## src/rtl/pc_fetch_unit.sv

```systemverilog
// Program counter and next-PC selector with a boot cycle, stall hold and sticky misalignment fault.
// Optional redirect counter enabled by defining PC_REDIRECT_COUNT_EN.
module pc_fetch_unit #(
  parameter int unsigned     WIDTH    = 32,
  parameter logic [WIDTH-1:0] RESET_PC = '0
) (
  input  logic             inClk,
  input  logic             inReset,
  input  logic [1:0]       inPCsrc,
  input  logic [15:0]      inImm,
  input  logic [25:0]      inJumpIdx,
  input  logic [WIDTH-1:0] inRegTarget,
  input  logic             inStall,
  output logic [WIDTH-1:0] outPC,
  output logic [WIDTH-1:0] outPCplus4,
  output logic             outValid,
  output logic             outFault,
`ifdef PC_REDIRECT_COUNT_EN
  output logic [15:0]      outRedirects,
`endif
  output logic [WIDTH-1:0] outFaultPC
);

  typedef enum logic [1:0] {StBoot, StRun, StFault} state_e;

  state_e           state_q, state_d;
  logic [WIDTH-1:0] pc_q, pc_d;
  logic [WIDTH-1:0] fault_pc_q, fault_pc_d;
  logic [WIDTH-1:0] plus4;
  logic [WIDTH-1:0] br_off;
  logic [WIDTH-1:0] target;
  logic             update;
  logic             misaligned;

  assign plus4  = pc_q + WIDTH'(4);
  assign br_off = {{(WIDTH-18){inImm[15]}}, inImm, 2'b00};

  always_comb begin
    target = plus4;
    unique case (inPCsrc)
      2'b00: target = plus4;
      2'b01: target = {plus4[WIDTH-1:WIDTH-4], inJumpIdx, 2'b00};
      2'b10: target = plus4 + br_off;
      2'b11: target = inRegTarget;
      default: target = plus4;
    endcase
  end

  assign update     = (state_q == StRun) && !inStall;
  assign misaligned = (target[1:0] != 2'b00);

  always_comb begin
    state_d    = state_q;
    pc_d       = pc_q;
    fault_pc_d = fault_pc_q;
    case (state_q)
      StBoot: state_d = StRun;
      StRun: begin
        if (update) begin
          if (misaligned) begin
            state_d    = StFault;
            fault_pc_d = target;
          end else begin
            pc_d = target;
          end
        end
      end
      StFault: state_d = StFault;
      default: state_d = StFault;
    endcase
  end

  always_ff @(posedge inClk or posedge inReset) begin
    if (inReset) begin
      state_q    <= StBoot;
      pc_q       <= RESET_PC;
      fault_pc_q <= '0;
    end else begin
      state_q    <= state_d;
      pc_q       <= pc_d;
      fault_pc_q <= fault_pc_d;
    end
  end

`ifdef PC_REDIRECT_COUNT_EN
  logic [15:0] redirects_q, redirects_d;

  // Counts only taken non-sequential updates that commit; saturates.
  always_comb begin
    redirects_d = redirects_q;
    if (update && (inPCsrc != 2'b00) && !misaligned && (redirects_q != 16'hFFFF)) begin
      redirects_d = redirects_q + 16'd1;
    end
  end

  always_ff @(posedge inClk or posedge inReset) begin
    if (inReset) begin
      redirects_q <= '0;
    end else begin
      redirects_q <= redirects_d;
    end
  end

  assign outRedirects = redirects_q;
`endif

  assign outPC      = pc_q;
  assign outPCplus4 = plus4;
  assign outValid   = (state_q == StRun);
  assign outFault   = (state_q == StFault);
  assign outFaultPC = fault_pc_q;

endmodule

```

## config.mk

```make
export PLATFORM = sky130hd
export DESIGN_NAME = pc_fetch_unit
export DESIGN_NICKNAME = d
export VERILOG_FILES = /design/src/rtl/pc_fetch_unit.sv
export SDC_FILE = /design/constraint.sdc
export NUM_CORES = 1
export LEC_CHECK = 0
export CORE_MARGIN = 8
export CORE_UTILIZATION = 28
export DETAILED_ROUTE_END_ITERATION = 10
export HOLD_SLACK_MARGIN = 0.02
export REMOVE_ABC_BUFFERS = 1
export SETUP_SLACK_MARGIN = 0.3
export SLEW_MARGIN = 20
export SYNTH_ARGS = -nofsm -noshare
export SYNTH_HDL_FRONTEND = slang
export SYNTH_SLANG_ARGS = --single-unit
```

## constraint.sdc

```tcl
create_clock -name inClk -period 6 [get_ports inClk]
set_input_delay 1.2 -clock inClk [delete_from_list [all_inputs] [get_ports inClk]]
set_output_delay 1.2 -clock inClk [all_outputs]
set_load 0.02 [all_outputs]
```

## After elaboration in Yosys (flattened, before gate mapping)

Cells that the tools add are included.

- Input port bits: 79
- Register bits after elaboration: 66
- Logic and storage cells: 25

- Add/sub/neg operators: 2
- Bitwise logic cells: 1
- Equal/unequal tests: 7
- Muxes and demuxes: 4
- Reduce and logical (&&, ||, !) cells: 8

Operator list:

| operator | count |
|---|---|
| one-hot mux 32 bit (4 select lines) | 1 |
| adder 32 x 3 -> 32 bit (second input constant) | 1 |
| adder 32 bit | 1 |
| equality test 2 bit (second input constant) | 3 |
| AND reduction 3 bit | 2 |
| equality test 2 x 1 -> 1 bit (second input constant) | 2 |
| zero test 2 bit | 2 |
| two-way mux 2 bit | 2 |
| inequality test 2 x 1 -> 1 bit (second input constant) | 2 |
| one-hot mux 2 bit (2 select lines) | 1 |
| AND reduction 2 bit | 1 |
| nonzero test 2 bit | 1 |
| logical AND 1 bit | 1 |
| zero test 1 bit | 1 |
| NOT 1 bit | 1 |

## Logic depth before layout (Yosys ltp)

Gate-level depths: netlist of run 1.

- Word-level depth: 7
- Mapped depth: 16
- Gate-level depth less buffers: 15

## Worst setup path before layout of run 1

No wires, ideal clock.

- Kind: reg-to-reg
- From: reg pc_q[3] (netlist: outPC[3])
- To: reg pc_q[27] (netlist: outPC[27])
- Arrival time: 3.726 ns
- Cell stages (with the launch flop): 16
- Data required time: 5.872 ns
- Slack: 2.146 ns
- Cell sequence: dfrtp_1 > ha_1 > nand4_1 > nor2_1 > nand3_1 > xnor2_1 > ha_1 > clkbuf_1 > a21o_1 > a21o_1 > a21o_1 > o2111ai_1 > a21oi_1 > or4_1 > nand3_1 > o21ai_0

- Cells in the longest elaborated chain, start to end: 3

RTL lines:

| item | line | RTL |
|---|---|---|
| start: declaration | 27 | `logic [WIDTH-1:0] pc_q, pc_d;` |
| start signal: assignment | 80 | `pc_q <= pc_d;` |
| adder 32 x 3 -> 32 bit | 35 | `assign plus4 = pc_q + WIDTH'(4);` |
| net outPCplus4[20] | 15 | `output logic [WIDTH-1:0] outPCplus4,` |
| adder 32 bit | 43 | `2'b10: target = plus4 + br_off;` |
| one-hot mux 32 bit (4 select lines) | 40 | `unique case (inPCsrc)` |

The timed path passes the listed nets, and every way through them passes these cells.
A chain may end at the register's enable or synchronous reset.

## Worst setup path in the final report of run 1

- From: reg pc_q[2] (netlist: outPC[2])
- To: out outPCplus4[28]

- Cells in the longest elaborated chain, start to end: 1

RTL lines:

| item | line |
|---|---|
| adder 32 x 3 -> 32 bit | 35 |
| end: declaration | 15 |

Every way passes these cells.

==> summary.md, run 1 <==
| Metric | Value |
|---|---|
| Metal1 wirelength | 9760 µm |
| Initial Utilization | 0.282 |
| Met2 wire length | 10700 µm |
| Drc violations | 0 |
| Routed via count | 5780 |
| Top Layer Used | met4 |
| Commonest non-fill, non-tap cell in the layout | clkdlybuf4s50_1 |
| Syn Std Cell Area | 5660 µm² |
| CTS Buffer Depth | 2 |
| Std-Cell Rows | 52 |
| Slew HR | 0.346 |
| Cells after Synth | 701 |
| Antenna violations before repair | 1 |
| CTS Buf Count | 9 |
| Crit path capture type | output pin |
| Crit Path Max Fanout | 7 |
| Power Density | 524 nW/µm² |
| Detailed Routing Iterations Pass 1 | 5 |
| CTS H-tree depth | 3 |
| Final-report hold violation count | 0 |
| Worst Path Arrival | 3320 ps |
| Largest net degree at the start of global routing | 67 |
| CP required | 4800 ps |
| Die Y | 158 µm |
| Die ar. | 25000 µm² |
| Final WL | 21900 µm |
| Total Routing Usage GR | 0.177 |
| Layout cells sized above 1 | 0.0579 |
| Area Overhead vs Synth | 40.4% |
| Worst Hold Class | flop to flop |
| Post-CTS Resized | 0 |
| Leak Pwr | 3.43 nW |
| Synth cell types | 60 |
| Final worst path period share | 0.754 |
| Total Neg Setup Slack | 0 ps |
| Top FF cell, synth | dfrtp_1 |
| Met3 wire length | 1170 µm |
| Final core occ | 0.397 |
| Nets | 974 |
| Clock Pin Slew Worst Setup and Hold Paths | 60 ps |
| WS Path Type | flop to output pin |
| Number of port buffers | 176 |
| # clock sinks | 66 |
| Max Cap Viol | 0 |
| Post-DRT Antenna Nets | 0 |
| Fin. max-slew vios | 0 |
| EDFF count, synth | 0 |
| Post-synthesis sequential area ratio | 0.292 |
| First-pass GRT wire length | 34100 µm |
| Root Driver | clkbuf_16 |
| Syn_area_per_cell | 8.07 µm² |
| Yosys top cell by area | dfrtp_1 |
| Top-area cell type share of the netlist area | 0.292 |
| Crit path launch type | flop |
| Vias per std cell | 5.09 |
| CTS tree | done |
| Avg WL per Cell | 19.3 µm |
| Clock Skews | 8.34 ps |
| Area of the core | 20000 µm² |
| Outcome | finished clean |
| Number of global-route vias before repair | 5711 |
| Final setup fails | 0 |
| GRT overflow | 0 |
| Initial DRC Count | 363 |
| Least-Margin Pin Slew | 977 ps |
| Leading cell types in the layout, fill and taps excluded | clkdlybuf4s50_1 (175), nand2_1 (136), dfrtp_1 (66) |
| YS warnings | 0 |
| Postcts setup bufs | 0 |
| VDD IR max | 136 µV |
| Yosys reg bits | 66 |
| Final worst path period need | 4520 ps |
| RSZ-0062 raised after global routing | false |
| Synth async-reset ratio | 1.00 |
| Clk_lat worst skew | 350 ps |
| DP HPWL | 17100 µm |
| Die width | 158 µm |
| CTS Hold Bufs | 0 |
| I/O pins | 177 |
| Synth area leaders | dfrtp_1 (29%), nand2_1 (9.0%), ha_1 (7.5%) |
| Fmax | 221 MHz |
| GPL Wtd Cong | 0.915 |
==> stage by stage <==
stage          cell area [µm²]  hold slack (ps)  std cells  total power [mW]  setup WS [ps]
6_report                  7950              471       1135              4.16           1480
5_1_grt                   7950              490       1135              4.45           1290
4_1_cts                   7950              481       1134              4.18           1470
3_5_place_dp              7660              465       1119              3.62           1540
3_3_place_gp              7660              463       1119              3.61           1580
2_1_floorplan             5510              495        665              2.49           2210
==> metal layers <==
metal	vias to the layer above	GRT usage
li1	2847	-
met1	2758	0.235
met2	155	0.295
met3	20	0.0238
met4	0	0.0516
met5	-	0
==> sequential cells by signal, summed over array words and instances, names as in the netlist <==
name / cells
outFaultPC: 32
outPC: 32
state_q: 2
==> path summary, 6_finish.rpt <==
kind / start / slack [ps] / end / cells past startpoint
worst min register to register: outFaultPC[4]$_DFFE_PP0P_ / 470 / outFaultPC[4]$_DFFE_PP0P_ / 2
min in group asynchronous: inReset / 1460 / outPC[19]$_DFFE_PP0P_ / 3
worst max register to register: outPC[2]$_DFFE_PP0P_ / 1680 / outFaultPC[28]$_DFFE_PP0P_ / 14
worst min-delay path: outFaultPC[4]$_DFFE_PP0P_ / 470 / outFaultPC[4]$_DFFE_PP0P_ / 2
worst max-delay path: outPC[2]$_DFFE_PP0P_ / 1480 / outPCplus4[28] / 7
max in group asynchronous: inReset / 3950 / state_q[0]$_DFFE_PP0P_ / 3
==> cell usage after synthesis (17+ instances only) <==
| cell type | number |
|---|---|
| a21o_1 | 20 |
| a21oi_1 | 40 |
| clkbuf_1 | 27 |
| dfrtp_1 | 66 |
| ha_1 | 34 |
| inv_1 | 24 |
| nand2_1 | 136 |
| nand3_1 | 25 |
| nand4_1 | 17 |
| nor2_1 | 38 |
| o21ai_0 | 44 |
| xnor2_1 | 30 |
==> kinds of logic after synthesis <==
family / after synthesis / synth area share
xor+xnor: 45 / 0.0710
mux: 34 / 0.0860
simple gates: 273 / 0.220
compound gates: 187 / 0.208
fa+ha+maj: 35 / 0.0787
flops: 66 / 0.292
buf+inv: 61 / 0.0440
==> final cells by class <==
cell class | instances | area (µm²)
fill | 2127 | 12100
multi-input combinational | 574 | 3760
timing repair buffer | 184 | 1820
sequential | 66 | 1650
tap | 270 | 338
clock buffer | 12 | 246
inverter | 25 | 93.8
clock inverter | 3 | 40.0
antenna | 1 | 2.50
==> critical path: stages, from the launching register on <==
cell and delay [ps]:
dfrtp_1 410, ha_1 230, nand4_1 180, nor2_1 560, and2_1 320, nand4_1 130, xnor2_1 420, clkdlybuf4s50_1 720
==> where the power goes <==
group          internal, mW  leakage [nW]  switching [mW]
clock network         0.330         0.142           0.206
registers             0.646         0.832           0.226
logic                  1.21          2.45            1.54
total                  2.19          3.43            1.97
Power figures use the tool's default switching activity.
==> run 2: changes to the inputs <==
==> constraint.sdc (replaced) <==
create_clock -name inClk -period 4.3 [get_ports inClk]
set_input_delay 0.86 -clock inClk [delete_from_list [all_inputs] [get_ports inClk]]
set_output_delay 0.86 -clock inClk [all_outputs]
set_load 0.02 [all_outputs]
==> run 2 against run 1 <==
Against the previous run: flip-flop and latch count stayed put; sequential power is 39% higher; global-route usage hardly changed; die area stayed put; largest cell class unchanged; combinational power is 46% higher; clock power is 39% higher.
==> summary.md, run 2 (synthesis results as in run 1) <==
| Metric | Value |
|---|---|
| Hold Slack | 479 ps |
| Clk_lat worst skew | 340 ps |
| Avg WL per Cell | 19.3 µm |
| Post-DRT Antenna Nets | 0 |
| Antenna diodes | 0 |
| Std-Cell Rows | 52 |
| Worst path cell trace | nand4_1, nor3_4, buf_4, and2_1, nand2_1, xnor2_1, clkdlybuf4s50_1 |
| VDD IR max | 187 µV |
| Final worst path period share | 0.887 |
| CTS Buf Count | 9 |
| Initial DRC Count | 357 |
| Final setup fails | 0 |
| Largest net degree at the start of global routing | 67 |
| Final-report hold violation count | 0 |
| Final worst path period need | 3810 ps |
| Outcome | finished clean |
| Root Driver | clkbuf_16 |
| Layout cells sized above 1 | 0.0948 |
| WS Path Type | flop to output pin |
| CP Buf/Inv Count | 2 |
| Detailed Routing Iterations Pass 1 | 5 |
| Final core occ | 0.409 |
| Area of the core | 20000 µm² |
| Worst Path Arrival | 2950 ps |
| Crit Path Max Fanout | 7 |
| CTS Buffer Depth | 2 |
| CTS Hold Bufs | 0 |
| Crit path launch type | flop |
| Area Overhead vs Synth | 44.7% |
| Critical path's slowest cell | clkdlybuf4s50_1 |
| Fmax | 262 MHz |
| Number of port buffers | 176 |
| Crit path capture type | output pin |
| Slew HR | 0.398 |
| Clock Skews | 10.5 ps |
| Initial Utilization | 0.282 |
| Nets | 995 |
| Leak Pwr | 3.54 nW |
| Number of global-route vias before repair | 5666 |
| GPL Wtd Cong | 0.899 |
| First-pass GRT wire length | 33800 µm |
| Total Neg Setup Slack | 0 ps |
| Final WL | 22300 µm |
| Vias per std cell | 5.08 |
| Largest stage delay, worst path | 710 ps |
| Die Y | 158 µm |
| Die ar. | 25000 µm² |
| Max Cap Viol | 0 |
| Fin. max-slew vios | 0 |
| CTS tree | done |
| Clock Pin Slew Worst Setup and Hold Paths | 60 ps |
| Pwr Total | 5.97 mW |
| RSZ-0062 raised after global routing | false |
| Fillers | 2060 |
| Delay-heaviest family, CP | buffers and inverters |
| Routed via count | 5877 |
| DP HPWL | 17400 µm |
| Commonest non-fill, non-tap cell in the layout | clkdlybuf4s50_1 |
| Leading cell types in the layout, fill and taps excluded | clkdlybuf4s50_1 (175), nand2_1 (136), dfrtp_1 (65) |
| # clock sinks | 66 |
| Worst Hold Class | flop to flop |
| CP required | 3440 ps |
| Total Routing Usage GR | 0.177 |
| Least-Margin Pin Slew | 903 ps |
| CTS H-tree depth | 3 |
| Antenna violations before repair | 0 |
| GRT overflow | 0 |
| I/O pins | 177 |
| Die width | 158 µm |
| Power Density | 729 nW/µm² |
| Drc violations | 0 |
## run 2: area by class of cell
type / instances / area, µm² / area share
clock buffers: 12 / 236 / 0.0289
multi-input cells: 574 / 3840 / 0.469
clock inverters: 4 / 52.6 / 0.00641
repair buffers: 205 / 1970 / 0.241
flip-flops and latches: 66 / 1650 / 0.202
well taps: 270 / 338 / 0.0412
inverters: 25 / 93.8 / 0.0115
## run 2: worst min-delay path, stage by stage (launching register included)
cell and delay, ps:
dfrtp_1 340, nand2_1 50, o21ai_0 60
## run 2: where the power goes
group | switching, mW | leakage [nW] | internal, mW
clock | 0.294 | 0.141 | 0.451
combinational | 2.21 | 2.57 | 1.81
sequential | 0.306 | 0.831 | 0.903
## run 2: worst paths after layout
check | from | to | slack, ps | depth (start not counted)
max | outPC[9]$_DFFE_PP0P_ | outPCplus4[29] | 490 | 7
min | outFaultPC[22]$_DFFE_PP0P_ | outFaultPC[22]$_DFFE_PP0P_ | 480 | 2
max reg2reg | outPC[9]$_DFFE_PP0P_ | outPC[28]$_DFFE_PP0P_ | 580 | 14
min reg2reg | outFaultPC[22]$_DFFE_PP0P_ | outFaultPC[22]$_DFFE_PP0P_ | 480 | 2
max in group asynchronous | inReset | outPC[2]$_DFFE_PP0P_ | 2550 | 3
min in group asynchronous | inReset | outFaultPC[19]$_DFFE_PP0P_ | 1120 | 3
## run 2: repair_timing
action | 4_1_cts | 5_1_grt
pin swaps | 0 | 7
gates resized for setup | 3 | 13
buffers inserted | 0 | 5
endpoints found under the setup margin | 6 | 33
## run 2: metal layers
layer,vias up,wire length [µm],part of all wire,track usage
met5,-,0,0,0
met4,0,276,0.012,0.0480
met3,15,1370,0.062,0.0298
met2,170,10800,0.48,0.294
met1,2811,9890,0.44,0.233
li1,2881,-,-,-
## run 2: stage by stage
step	instance area [µm²]	std cells	setup WS [ps]
2_1_floorplan	5510	665	510
5_1_grt	8190	1156	330
3_3_place_gp	7780	1135	143
3_5_place_dp	7780	1135	142
6_report	8190	1156	488
4_1_cts	8090	1151	341
